==> src/rtl/cpu_pkg.sv <==
// cpu_pkg: shared constants and types for the execute/write-back boundary.
//   DATA_W        ALU result width
//   DST_W         destination register tag width
//   FLAG_*        bit positions inside the {Z,N,V,C} flag nibble
//   entry_t       one buffered result-stage entry {result, dst, wr_en, flags}
package cpu_pkg;

  localparam int DATA_W = 16;
  localparam int DST_W  = 3;
  localparam int FLAG_W = 4;

  localparam int FLAG_Z = 3;
  localparam int FLAG_N = 2;
  localparam int FLAG_V = 1;
  localparam int FLAG_C = 0;

  typedef struct packed {
    logic [DATA_W-1:0] result;
    logic [DST_W-1:0]  dst;
    logic              wr_en;
    logic [FLAG_W-1:0] flags;
  } entry_t;

endpackage

==> src/rtl/result_skid_buf.sv <==
// result_skid_buf: generic 2-entry in-order valid/ready skid buffer with flush.
//   clk_i, rst_i    clock (rising edge), asynchronous active-high reset
//   valid_i/data_i  upstream entry; ready_o is the registered "skid empty"
//   flush_i         invalidate both entries at the next edge, discard accept
//   valid_o/data_o  head entry; ready_i is the downstream accept
// Payload registers are never cleared by draining, so data_o holds its last
// value while valid_o is low.
module result_skid_buf #(
  parameter int W = 8
) (
  input  logic         clk_i,
  input  logic         rst_i,
  input  logic         valid_i,
  output logic         ready_o,
  input  logic [W-1:0] data_i,
  input  logic         flush_i,
  output logic         valid_o,
  input  logic         ready_i,
  output logic [W-1:0] data_o
);

  logic         head_vld_q, head_vld_d;
  logic         skid_vld_q, skid_vld_d;
  logic [W-1:0] head_q, head_d;
  logic [W-1:0] skid_q, skid_d;
  logic         accept;
  logic         drain;

  // ready depends only on state, so a full buffer never accepts even while
  // it drains; this keeps ready_o free of any path from ready_i.
  assign ready_o = ~skid_vld_q;
  assign valid_o = head_vld_q;
  assign data_o  = head_q;

  assign accept = valid_i & ~skid_vld_q;
  assign drain  = head_vld_q & ready_i;

  always_comb begin
    head_vld_d = head_vld_q;
    skid_vld_d = skid_vld_q;
    head_d     = head_q;
    skid_d     = skid_q;
    if (flush_i) begin
      head_vld_d = 1'b0;
      skid_vld_d = 1'b0;
    end else if (skid_vld_q) begin
      if (drain) begin
        head_d     = skid_q;
        skid_vld_d = 1'b0;
      end
    end else if (head_vld_q) begin
      if (accept && drain) begin
        head_d = data_i;
      end else if (accept) begin
        skid_d     = data_i;
        skid_vld_d = 1'b1;
      end else if (drain) begin
        head_vld_d = 1'b0;
      end
    end else if (accept) begin
      head_d     = data_i;
      head_vld_d = 1'b1;
    end
  end

  always_ff @(posedge clk_i or posedge rst_i) begin
    if (rst_i) begin
      head_vld_q <= 1'b0;
      skid_vld_q <= 1'b0;
      head_q     <= '0;
      skid_q     <= '0;
    end else begin
      head_vld_q <= head_vld_d;
      skid_vld_q <= skid_vld_d;
      head_q     <= head_d;
      skid_q     <= skid_d;
    end
  end

endmodule

==> src/rtl/alu_result_stage.sv <==
// alu_result_stage: registers the ALU result, write-back tag and derived
// {Z,N,V,C} flags behind a 2-entry skid buffer, and owns the architectural
// flag register read by the branch unit.
//   in_*            ALU result, Ofl, C_out, tag, write/flag enables + valid/ready
//   flush           squash all buffered entries and any same-cycle accept
//   out_*           head entry payload and valid/ready
//   flags_q         architectural flags {Z,N,V,C}
// Build option ALU_FLAG_BYPASS_EN: flags_q forwards the flags of a
// same-cycle flag-updating accept combinationally; otherwise flags_q is the
// flag register itself and updates one cycle after the accept.
module alu_result_stage #(
  parameter int DATA_W = cpu_pkg::DATA_W,
  parameter int DST_W  = cpu_pkg::DST_W
) (
  input  logic              clk,
  input  logic              rst,
  input  logic              in_valid,
  output logic              in_ready,
  input  logic [DATA_W-1:0] in_result,
  input  logic              in_ofl,
  input  logic              in_cout,
  input  logic [DST_W-1:0]  in_dst,
  input  logic              in_wr_en,
  input  logic              in_flag_en,
  input  logic              flush,
  output logic              out_valid,
  input  logic              out_ready,
  output logic [DATA_W-1:0] out_result,
  output logic [DST_W-1:0]  out_dst,
  output logic              out_wr_en,
  output logic [3:0]        out_flags,
  output logic [3:0]        flags_q
);

  import cpu_pkg::*;

  entry_t     in_entry;
  entry_t     head_entry;
  logic [3:0] in_flags;
  logic       accept;
  logic       flag_upd;
  logic [3:0] flag_reg_q, flag_reg_d;

  always_comb begin
    in_flags         = '0;
    in_flags[FLAG_Z] = (in_result == '0);
    in_flags[FLAG_N] = in_result[DATA_W-1];
    in_flags[FLAG_V] = in_ofl;
    in_flags[FLAG_C] = in_cout;
  end

  always_comb begin
    in_entry        = '0;
    in_entry.result = in_result;
    in_entry.dst    = in_dst;
    in_entry.wr_en  = in_wr_en;
    in_entry.flags  = in_flags;
  end

  result_skid_buf #(
    .W($bits(entry_t))
  ) u_skid (
    .clk_i   (clk),
    .rst_i   (rst),
    .valid_i (in_valid),
    .ready_o (in_ready),
    .data_i  (in_entry),
    .flush_i (flush),
    .valid_o (out_valid),
    .ready_i (out_ready),
    .data_o  (head_entry)
  );

  assign out_result = head_entry.result;
  assign out_dst    = head_entry.dst;
  assign out_wr_en  = head_entry.wr_en;
  assign out_flags  = head_entry.flags;

  // Flags follow accept order; a flushed accept never reaches the register,
  // and already-accepted updates are not rolled back.
  assign accept   = in_valid & in_ready;
  assign flag_upd = accept & in_flag_en & ~flush;

  always_comb begin
    flag_reg_d = flag_reg_q;
    if (flag_upd) begin
      flag_reg_d = in_flags;
    end
  end

  always_ff @(posedge clk or posedge rst) begin
    if (rst) begin
      flag_reg_q <= '0;
    end else begin
      flag_reg_q <= flag_reg_d;
    end
  end

`ifdef ALU_FLAG_BYPASS_EN
  assign flags_q = flag_upd ? in_flags : flag_reg_q;
`else
  assign flags_q = flag_reg_q;
`endif

endmodule
==> config.mk <==
export PLATFORM = sky130hd
export DESIGN_NAME = alu_result_stage
export DESIGN_NICKNAME = d
export VERILOG_FILES = /design/src/rtl/cpu_pkg.sv /design/src/rtl/result_skid_buf.sv /design/src/rtl/alu_result_stage.sv
export SDC_FILE = /design/constraint.sdc
export NUM_CORES = 1
export LEC_CHECK = 0
export ABC_AREA = 0
export CAP_MARGIN = 5
export CORE_ASPECT_RATIO = 1.2
export CORE_MARGIN = 1.5
export CORE_UTILIZATION = 45
export CTS_CLUSTER_DIAMETER = 120
export DETAILED_ROUTE_END_ITERATION = 8
export GPL_TIMING_DRIVEN = 0
export PLACE_DENSITY = 0.74
export SYNTH_ARGS = -nofsm -noshare
export SYNTH_HDL_FRONTEND = slang
export SYNTH_SLANG_ARGS = --single-unit
==> constraint.sdc <==
create_clock -name clk -period 2.6 [get_ports clk]
set_clock_uncertainty 0.05 [all_clocks]
set_input_delay 0.52 -clock clk [delete_from_list [all_inputs] [get_ports clk]]
set_output_delay 0.52 -clock clk [all_outputs]
set_load 0.02 [all_outputs]
==> metrics.md, run 1 <==
| Metric | Value |
|---|---|
| Outcome | `finished clean` |
| Vias in the first global route | `1508` |
| Multi-input gate area | `910 um2` |
| Synth Cell Area | `2300 um2` |
| Maximum vdd ir drop | `0.422 mV` |
| Total Wirelength | `4.49 mm` |
| Setup TNS Final | `0 ns` |
| Remaining global-route overflow | `0` |
| Setup Buffers After CTS | `0` |
| Synth cell types | `21` |
| Leak | `1.25 nW` |
| Worst setup EP type | `primary output` |
| Final Max Slew Viols | `0` |
| Vias | `1555` |
| Total GRT Usage | `18.3%` |
| Design area | `3090 um2` |
| Hold Path Class | `register to register` |
| Starting Density | `46.5%` |
| # rows | `28` |
| Startpoint types | `register` |
| Die Wd | `68.2 um` |
| Fmax achieved | `0.409 GHz` |
| Hold_buf cts | `0` |
| RSZ-0062 raised after global routing | `false` |
| Syn Nets | `208` |
| Filler Cell Count | `428` |
| Yosys top cell area share | `56.7%` |
| DP Area | `2960 um2` |
| Placeable Area | `4940 um2` |
| YS warnings | `0` |
| Nets | `273` |
| Period utilization | `94.0%` |
| Syn Inst Count | `180` |
| Root buffer cell | `clkbuf_8` |
| Clock latency on the worst-skew pair | `0.30 ns` |
| Post-synth top flop | `dfrtp_1` |
| Hold Vio Cnt, Final | `0` |
| Wire per inst | `14.7 um` |
| PortBufs | `57` |
| Peak fanout along the critical path | `10` |
| Area grow syn2layout | `34.6%` |
| Post-layout min period | `2.44 ns` |
| Synth Register Bits | `52` |
| Vias per Instance | `5.08` |
| N_diodes | `0` |
| EDFF count, synth | `0` |
| Area contributors post-synth | `dfrtp_1 57%, mux2_2 12%, mux2i_1 9.6%` |
| # DRC | `0` |
| Placement Setup Slack | `0.231 ns` |
| Core Util, Final | `62.6%` |
| CTS max path bufs | `2` |
| Average size of a mapped cell | `12.8 um2` |
| Register area | `1300 um2` |
| Data required time at the worst endpoint | `2.03 ns` |
| Data arrival time of the worst path | `1.87 ns` |
| CTS tree | `built` |
| Slew @ Worst Pin | `0.529 ns` |
| Post-route ant nets | `0` |
| Reg clk slew, reported paths | `0.09 ns` |
| Initial antenna violation count | `0` |
| Die area | `5540 um2` |
| Synth area leader | `dfrtp_1` |
| Slew headroom | `64.6%` |
| Max-Cap Viols | `0` |
| Vert. Die Dim | `81.2 um` |
| Largest net degree at the start of global routing | `34` |
| CTS resizes | `0` |
| CTS buffer count | `5` |
| Post-DP HPWL | `3.24 mm` |
| Clk sink count | `52` |
| Routability cong. | `0.834` |
| H-tree levels | `2` |
| Setup ws final | `0.156 ns` |
| # IOs | `58` |
| Pwr/cell area | `769 nW/um2` |
| Setup violations, final | `0` |
| Sequential area share after synthesis | `56.7%` |
| DR iter-0 viols | `106` |
| Share of cells above drive strength 1 | `26.4%` |
| Global-route wire length before repair | `7.31 mm` |
| Drt first pass iters | `4` |
| Ys async rst share | `100%` |
| Critical path type | `register to primary output` |
synth_stat cells, drive strengths merged (2+ instances only):
cell    instances
nand2           6
dfrtp          52
nor4            4
a21oi          24
o21ai           3
mux2           25
nor2           23
buf            10
a211oi          2
mux2i          22
inv             3
sequential cells by signal (all words and copies together) (netlist names):
signal,cells
u_skid.data_o,23
u_skid.skid_q,23
flags_q,4
u_skid.skid_vld_q,1
u_skid.valid_o,1
kinds of logic (layout without fill, tap and decap cells):
kind of cell	Yosys count	count (layout)	share of synthesized area, %
AOI/OAI and AO/OA	31	31	10.5
muxes	47	47	21.9
and+or+nand+nor	37	37	7.25
buffers and inverters	13	79	3.71
DFF	52	52	56.7
area by class of cell:
class	instances	area share (%)
flip-flops and latches	52	42.1
multi-input cells	115	29.4
repair buffers	58	19.1
clock buffers	7	3.12
plain buffers	10	2.47
well taps	60	2.43
clock inverters	1	0.972
inverters	3	0.364
where the power goes:
part | switching [mW] | internal (mW) | total [mW]
Sequential | 0.0960 | 0.996 | 1.09
Combinational | 0.320 | 0.371 | 0.691
Clock | 0.253 | 0.340 | 0.593
Total | 0.669 | 1.71 | 2.38
final timing paths:
check	cells after the start	slack [ns]	startpoint	end
hold reg to reg	1	0.46	u_skid.data_o[3]$_DFFE_PP0P_	u_skid.data_o[3]$_DFFE_PP0P_
hold / removal	1	0.46	u_skid.data_o[3]$_DFFE_PP0P_	u_skid.data_o[3]$_DFFE_PP0P_
setup / recovery	4	0.16	u_skid.skid_vld_q$_DFF_PP0_	in_ready
max in group asynchronous	3	1.49	rst	u_skid.skid_q[19]$_DFFE_PP0P_
min in group asynchronous	2	0.49	rst	u_skid.skid_q[7]$_DFFE_PP0P_
setup reg to reg	4	0.79	u_skid.valid_o$_DFFE_PP0P_	u_skid.data_o[10]$_DFFE_PP0P_
per-stage QoR:
step	hold slack, ns	power, mW	cells
after floorplan	0.400	1.49	180
after global placement	0.419	1.78	297
after detailed placement	0.433	1.81	298
after CTS	0.464	2.40	306
after global routing	0.470	2.51	306
final	0.460	2.38	306
layout by cell type, fill, tap and decap left out, types with 2 or more instances in the layout:
| cell | synthesis | layout |
|---|---|---|
| clkdlybuf4s50_1 | 0 | 57 |
| dfrtp_1 | 52 | 52 |
| mux2_2 | 25 | 25 |
| nor2_1 | 23 | 23 |
| mux2i_1 | 22 | 22 |
| a21oi_2 | 17 | 17 |
| a21oi_1 | 7 | 7 |
| clkbuf_8 | 0 | 7 |
| nand2_1 | 6 | 6 |
| buf_2 | 5 | 4 |
| nor4_1 | 4 | 4 |
| o21ai_0 | 3 | 3 |
| buf_6 | 3 | 3 |
| inv_1 | 3 | 2 |
| buf_4 | 2 | 2 |
layer usage:
| metal | wire (um) | up-vias | GRT usage (%) |
|---|---|---|---|
| met3 | 201 | 7 | 5.12 |
| met4 | 54 | 0 | 4.80 |
| met5 | 0 | - | 0 |
| li1 | - | 753 | - |
| met1 | 1970 | 761 | 23.2 |
| met2 | 2260 | 34 | 30.6 |
critical path, cell delays in order, from the launching register on:
cell and delay, ns:
dfrtp_1 0.38, buf_2 0.28, clkbuf_4 0.29, inv_1 0.08, clkdlybuf4s50_1 0.54
Note: power is estimated with default switching activity, not from simulation.
==> run 2: changes to the inputs <==
==> constraint.sdc (replaced) <==
create_clock -name clk -period 2.6 [get_ports clk]
set_clock_uncertainty 0.05 [all_clocks]
set_input_delay 0.26 -clock clk [delete_from_list [all_inputs] [get_ports clk]]
set_output_delay 0.26 -clock clk [all_outputs]
set_load 0.02 [all_outputs]
==> run 2 against run 1 <==
Net effect: sequential share of layout area hardly changed; die area unchanged; count of clock-buffer cells in the layout is the same; register-to-register slack hardly changed; final area hardly changed; critical path type unchanged; clock power about the same; non-clock buffer count unchanged; combinational power about the same; worst hold slack worse by 0.23 ns.
==> metrics.md, run 2 (synthesized netlist as in run 1, its figures left out) <==
| Metric | Value |
|---|---|
| Maximum vdd ir drop | `0.422 mV` |
| Post-DP HPWL | `3.24 mm` |
| Fmax achieved | `0.448 GHz` |
| Peak fanout along the critical path | `10` |
| Reg clk slew, reported paths | `0.09 ns` |
| Setup ws final | `0.369 ns` |
| Clk sink count | `52` |
| Worst Setup EP | `in_ready` |
| Post-route ant nets | `0` |
| Wire per inst | `14.7 um` |
| Drt first pass iters | `4` |
| Commonest non-fill, non-tap cell in the layout | `clkdlybuf4s50_1` |
| Vias | `1557` |
| Share of cells above drive strength 1 | `26.4%` |
| Nets | `273` |
| Critical path type | `register to primary output` |
| Starting Density | `46.5%` |
| Remaining global-route overflow | `0` |
| Top cell by count, worst path | `buf_2` |
| # IOs | `58` |
| CTS buffer count | `5` |
| Outcome | `finished clean` |
| CP max stage cell | `clkdlybuf4s50_1` |
| Routability cong. | `0.834` |
| H-tree levels | `2` |
| Final Max Slew Viols | `0` |
| Crit-path max cell delay | `0.55 ns` |
| Post-layout min period | `2.23 ns` |
| Flop-to-flop setup slack | `0.79 ns` |
| Final hold slack | `0.228 ns` |
| Setup TNS Final | `0 ns` |
| Slew headroom | `64.6%` |
| RSZ-0062 raised after global routing | `false` |
| CTS tree | `built` |
| Clock latency on the worst-skew pair | `0.30 ns` |
| Period utilization | `85.8%` |
| CTS max path bufs | `2` |
| Worst reg2reg path depth | `4` |
| Total GRT Usage | `18.3%` |
| DR iter-0 viols | `106` |
| Crit path from | `u_skid.skid_vld_q$_DFF_PP0_` |
| Pwr/cell area | `769 nW/um2` |
| Design area | `3090 um2` |
| Most frequent cells in the layout | `57 x clkdlybuf4s50_1, 52 x dfrtp_1, 25 x mux2_2, 23 x nor2_1, 22 x mux2i_1` |
| Placement Setup Slack | `0.491 ns` |
| Stages on worst setup path | `4` |
| Placed Cells | `298` |
| Critical path, cell by cell | `buf_2 > buf_2 > inv_1 > clkdlybuf4s50_1` |
| Startpoint types | `register` |
| Setup Buffers After CTS | `0` |
| Largest net degree at the start of global routing | `34` |
| Vias per Instance | `5.09` |
| Area grow syn2layout | `34.5%` |
| DP Area | `2960 um2` |
| Hold_buf cts | `0` |
| Final Power | `2.38 mW` |
| Max-Cap Viols | `0` |
| Global-route wire length before repair | `7.31 mm` |
| Vias in the first global route | `1508` |
| Worst setup EP type | `primary output` |
| Worst R2R Start | `u_skid.valid_o$_DFFE_PP0P_` |
| Data required time at the worst endpoint | `2.29 ns` |
| Hold Path Class | `primary input to asynchronous set/reset pin` |
| # rows | `28` |
| # DRC | `0` |
| Worst R2R End | `u_skid.data_o[10]$_DFFE_PP0P_` |
| Die area | `5540 um2` |
| Slew @ Worst Pin | `0.529 ns` |
| Root buffer cell | `clkbuf_8` |
| Core Util, Final | `62.5%` |
| CTS resizes | `0` |
| N_diodes | `0` |
| CP top delay family | `buffers and inverters` |
| Setup violations, final | `0` |
| Vert. Die Dim | `81.2 um` |
| Initial antenna violation count | `0` |
| Fin cells | `306` |
| Total Wirelength | `4.49 mm` |
| Hold Vio Cnt, Final | `0` |
| Placeable Area | `4940 um2` |
| Leak | `1.25 nW` |
| Data arrival time of the worst path | `1.92 ns` |
| Worst Path Buf+Inv | `4` |
| PortBufs | `57` |
| Die Wd | `68.2 um` |
==> run 2: cell type report <==
| class | count | area [um2] |
|---|---|---|
| Fill cell | 429 | 1850 |
| Sequential cell | 52 | 1300 |
| Multi-Input combinational cell | 115 | 910 |
| Timing Repair Buffer | 58 | 591 |
| Clock buffer | 7 | 96.3 |
| Tap cell | 60 | 75.1 |
| Buffer | 10 | 73.8 |
| Clock inverter | 1 | 30.0 |
| Inverter | 3 | 11.3 |
==> run 2: layer usage <==
| layer | share of wire [%] | wire [um] | GRT usage [%] |
|---|---|---|---|
| met2 | 50 | 2240 | 30.6 |
| met3 | 4.5 | 201 | 5.12 |
| met1 | 44 | 1990 | 23.2 |
| met4 | 1.3 | 58 | 4.80 |
| met5 | 0 | 0 | 0 |
==> run 2: report_power, final <==
group	internal, mW	leakage (nW)	switching, mW
Clock	0.340	0.0645	0.254
Sequential	0.996	0.614	0.0961
Combinational	0.370	0.572	0.320
Total	1.71	1.25	0.670
==> run 2: worst min path at each step <==
stage,start,end,slack [ns],cells past startpoint
final,rst,u_skid.skid_q[7]$_DFFE_PP0P_,0.23,2
after global routing,rst,u_skid.skid_q[7]$_DFFE_PP0P_,0.25,2
after CTS,rst,u_skid.skid_q[7]$_DFFE_PP0P_,0.23,2
after detailed placement,u_skid.data_o[3]$_DFFE_PP0P_,u_skid.data_o[3]$_DFFE_PP0P_,0.43,1
after global placement,u_skid.skid_q[3]$_DFFE_PP0P_,u_skid.skid_q[3]$_DFFE_PP0P_,0.42,2
after floorplan,flush,u_skid.valid_o$_DFFE_PP0P_,0.27,1
==> run 2: worst register-to-register path: cells and delay by family (launching register included) <==
| family | cells | cell delay [ns] |
|---|---|---|
| buf+inv | 1 | 0.32 |
| simple gates | 1 | 0.29 |
| compound gates | 2 | 0.59 |
| flops | 1 | 0.46 |
==> run 3: changes to the inputs <==
Settings changed: SETUP_SLACK_MARGIN from default to 0.3.
==> run 3 against run 2 <==
Net effect: count of clock-buffer cells in the layout is the same; sequential power is essentially flat; maximum frequency up 3.3%; final area rose by 0.16%; register-to-register slack about the same; non-clock buffer count unchanged; die area stayed put; critical endpoint unchanged; largest cell class unchanged; highest routed layer unchanged.
==> metrics.md, run 3 (synthesized netlist as in run 1, its figures left out) <==
| Metric | Value |
|---|---|
| CTS buffer count | `5` |
| Die area | `5540 um2` |
| Worst Path Buf+Inv | `4` |
| Wire per inst | `14.7 um` |
| Outcome | `finished clean` |
| Reg clk slew, reported paths | `0.09 ns` |
| Largest net degree at the start of global routing | `34` |
| Root buffer cell | `clkbuf_8` |
| Startpoint types | `register` |
| RSZ-0062 raised after global routing | `false` |
| # DRC | `0` |
| CP top delay family | `buffers and inverters` |
| # IOs | `58` |
| Total GRT Usage | `18.3%` |
| Worst setup EP type | `primary output` |
| Post-layout min period | `2.16 ns` |
| Remaining global-route overflow | `0` |
| Layer with the highest usage | `met2` |
| Hold Path Class | `primary input to asynchronous set/reset pin` |
| Vias | `1550` |
| Vias per Instance | `5.07` |
| Placeable Area | `4940 um2` |
| Data arrival time of the worst path | `1.85 ns` |
| N_diodes | `0` |
| Placement Setup Slack | `0.491 ns` |
| Maximum vdd ir drop | `0.422 mV` |
| Critical path type | `register to primary output` |
| Global-route wire length before repair | `7.31 mm` |
| Final Max Slew Viols | `0` |
| H-tree levels | `2` |
| Commonest non-fill, non-tap cell in the layout | `clkdlybuf4s50_1` |
| Area grow syn2layout | `34.7%` |
| Setup ws final | `0.441 ns` |
| Data required time at the worst endpoint | `2.29 ns` |
| Crit-path max cell delay | `0.60 ns` |
| Hold_buf cts | `0` |
| Hold Vio Cnt, Final | `0` |
| Setup Buffers After CTS | `0` |
| # rows | `28` |
| Max-Cap Viols | `0` |
| CP max stage cell | `clkdlybuf4s50_1` |
| Clk sink count | `52` |
| Total Wirelength | `4.49 mm` |
| Nets | `273` |
| DR iter-0 viols | `104` |
| Pwr/cell area | `769 nW/um2` |
| Period utilization | `83.0%` |
| CTS resizes | `0` |
| Slew @ Worst Pin | `0.529 ns` |
| PortBufs | `57` |
| Setup violations, final | `0` |
| Post-route ant nets | `0` |
| Met3 usage | `5.12%` |
| Post-DP HPWL | `3.24 mm` |
| Vert. Die Dim | `81.2 um` |
| Slew headroom | `64.6%` |
| Met2 usage | `30.6%` |
| Drt first pass iters | `4` |
| Top cell by count, worst path | `clkbuf_4` |
| Starting Density | `46.5%` |
| Initial antenna violation count | `0` |
| Fmax achieved | `0.463 GHz` |
| Setup TNS Final | `0 ns` |
| Leak | `1.25 nW` |
| Vias in the first global route | `1508` |
| Clock latency on the worst-skew pair | `0.30 ns` |
| GR Util met1 | `23.2%` |
| Critical path, cell by cell | `clkbuf_4 > clkbuf_4 > inv_1 > clkdlybuf4s50_1` |
| CTS tree | `built` |
| Peak fanout along the critical path | `10` |
| Filler Cell Count | `428` |
| CTS max path bufs | `2` |
| Most frequent cells in the layout | `57 x clkdlybuf4s50_1, 52 x dfrtp_1, 25 x mux2_2, 23 x nor2_1, 22 x mux2i_1` |
| Routability cong. | `0.834` |
| Share of cells above drive strength 1 | `26.4%` |
| Die Wd | `68.2 um` |
run 3: cell count changes in the layout (fill, tap and decap cells not counted), sizes merged:
cell | previous run | this run
buf | 11 | 9
clkbuf | 7 | 9
run 3: worst register-to-register path, delay by kind of cell (launching register included):
| family | cells | cell delay [ns] |
|---|---|---|
| flip-flops | 1 | 0.45 |
| AND/OR/NAND/NOR | 1 | 0.28 |
| buffers and inverters | 1 | 0.32 |
| AO/OA/AOI/OAI | 2 | 0.59 |
run 3: metal layers:
layer  wire [um]  vias to the layer above
met5           0                        -
met4          46                        0
met3         196                        5
met2        2260                       31
met1        1990                      761
li1            -                      753
run 3: final timing paths:
path | slack [ns] | cells after the start | end | start
setup / recovery | 0.44 | 4 | in_ready | u_skid.skid_vld_q$_DFF_PP0_
max in group asynchronous | 1.74 | 3 | u_skid.skid_q[19]$_DFFE_PP0P_ | rst
hold reg to reg | 0.46 | 1 | u_skid.data_o[3]$_DFFE_PP0P_ | u_skid.data_o[3]$_DFFE_PP0P_
setup reg to reg | 0.80 | 4 | u_skid.data_o[10]$_DFFE_PP0P_ | u_skid.valid_o$_DFFE_PP0P_
min in group clk | 0.46 | 1 | u_skid.data_o[3]$_DFFE_PP0P_ | u_skid.data_o[3]$_DFFE_PP0P_
hold / removal | 0.23 | 2 | u_skid.skid_q[7]$_DFFE_PP0P_ | rst
run 3: stage by stage:
stage	utilization (%)	total power, mW	instances	hold WS (ns)	cell area (um2)
floorplan	-	1.49	180	0.273	2300
global placement	59.5	1.78	297	0.419	2940
detailed placement	60.0	1.81	298	0.433	2960
CTS	62.5	2.40	306	0.231	3090
global route	62.6	2.51	306	0.247	3090
finish	62.6	2.38	306	0.226	3090
run 3: layout make-up:
type                            instances  area (um2)  area share, %
Buffer                                 10        78.8           2.55
Clock buffer                            7        96.3           3.11
Clock inverter                          1        30.0          0.971
Inverter                                3        11.3          0.364
Multi-Input combinational cell        115         910           29.4
Sequential cell                        52        1300           42.1
Tap cell                               60        75.1           2.43
Timing Repair Buffer                   58         591           19.1
run 3: where the power goes:
part / total [mW] / internal [mW] / switching (mW)
Sequential: 1.09 / 0.996 / 0.0969
Clock: 0.594 / 0.340 / 0.254
Combinational: 0.691 / 0.371 / 0.320
Total: 2.38 / 1.71 / 0.671
==> edit, RTL diff (settings of run 1) <==
Put a register stage on the output `out_flags`, without a reset. The value now appears one clock later. The other outputs are not delayed to match.
--- a/src/rtl/alu_result_stage.sv
+++ b/src/rtl/alu_result_stage.sv
@@ -76,3 +76,5 @@
   assign out_wr_en  = head_entry.wr_en;
-  assign out_flags  = head_entry.flags;
+  always_ff @(posedge clk) begin
+    out_flags <= head_entry.flags;
+  end
 
Formal check against the unedited RTL: not equivalent (a bounded check fails within 4 cycles, from zero or initial values and one cycle with rst high).
==> edit against run 1 <==
Power grew 3.0%. Non-clock buffer count grew 18. Global-route usage shrank 2.0 points. Sequential cell count grew 4. Setup slack lost 22 ps. Largest cell class unchanged. Routed wire length grew 3.1%. Via count grew 5.0%. Cell area grew 5.9%. Critical endpoint unchanged. Largest power group unchanged. Critical path depth is the same. Synthesized area grew 9.1%. Utilization shrank 1.2 points.
==> edit: results (changes against run 1) <==
Yosys
  • Mux cell area share after synthesis: 20.0% (was 21.9%)
  • Post-synthesis sequential area ratio: 55.1% (was 56.7%)
  • Mean Syn Cell Area: 12.4 um2 (was 12.8 um2)
  • Cell variety after synth: 22 (was 21)
  • Post-synthesis net count: 230 (was 208)
  • Synth async-reset ratio: 92.9% (was 100%)
  • Synth top cells by count: dfrtp_1 (52), mux2_2 (25), nor2_1 (23) (unchanged)
  • Top cells by area, synth: dfrtp_1 (52%), mux2_2 (11%), mux2i_1 (8.8%), buf_4 (6.3%), a21oi_2 (5.9%) (was dfrtp_1 (57%), mux2_2 (12%), mux2i_1 (9.6%), a21oi_2 (6.5%), nor2_1 (3.8%))

Finish
  • Layout cells sized above 1: 30.2% (was 26.4%)
  • Ant diodes: 0 (unchanged)
  • Finished Layout Cells: 330 (was 306)
  • FF/Latch Area: 0.00138 mm2 (was 0.00130 mm2)
  • FILL cells: 460 (was 428)

Pwr
  • Static leakage: 1.35 nW (was 1.25 nW)
  • Combinational fraction of design power: 31.7% (was 29.1%)
  • Clk pwr share: 20.5% (was 25.0%)
  • Sw frac: 28.2% (about the same)

Placement
  • Placed Instances: 322 (was 298)
  • Placement Cell Area: 0.00317 mm2 (was 0.00296 mm2)
  • Dpl ws: 261 ps (was 231 ps)
  • Hpwl dp: 3.40 mm (was 3.24 mm)

STA
  • Tightest Pin Transition: 511 ps (was 529 ps)
  • Hold WS: 325 ps (was 460 ps)

Critical path
  • Critical path data arrival time: 1900 ps (was 1870 ps)
  • R2r endpoint: u_skid.data_o[8] (was u_skid.data_o[10])

Global route
  • GRT Overall Usage: 16.3% (was 18.3%)
  • Pin count of the biggest net entering global routing: 31 (was 34)
  • First-pass GRT wire length: 7.61 mm (was 7.31 mm)
  • Vias in the first global route: 1584 (was 1508)

Routing
  • Initial DRC Count: 61 (was 106)
  • DR vias/cell: 4.95 (was 5.08)

Outcome
  • Status: finished, final reports clean (unchanged)
## edit: worst max path at each step
stage,end,depth (start not counted),start
2_1_floorplan,flags_q[0],1,rst
6_report,in_ready,4,u_skid.skid_vld_q
4_1_cts,in_ready,4,u_skid.skid_vld_q
3_5_place_dp,u_skid.skid_q[0],5,in_valid
5_1_grt,in_ready,4,u_skid.skid_vld_q
3_3_place_gp,u_skid.data_o[19],2,rst
## edit: final cells by class
type	count	share of cell area [%]
clock buffers	8	3.06
multi-input cells	115	27.7
plain buffers	28	6.27
flip-flops and latches	56	42.2
well taps	62	2.37
repair buffers	58	18.0
inverters	3	0.344
## edit: per-layer routing
metal | track usage, % | vias to the layer above | share of wire, %
met2 | 27.3 | 35 | 52
li1 | - | 803 | -
met5 | 0 | - | 0
met1 | 20.9 | 789 | 43
met3 | 3.48 | 6 | 3.4
met4 | 5.66 | 0 | 1.3
## edit: kinds of logic after synthesis
family          Yosys count
mux                      47
compound gates           31
flops                    56
buf+inv                  31
simple gates             37
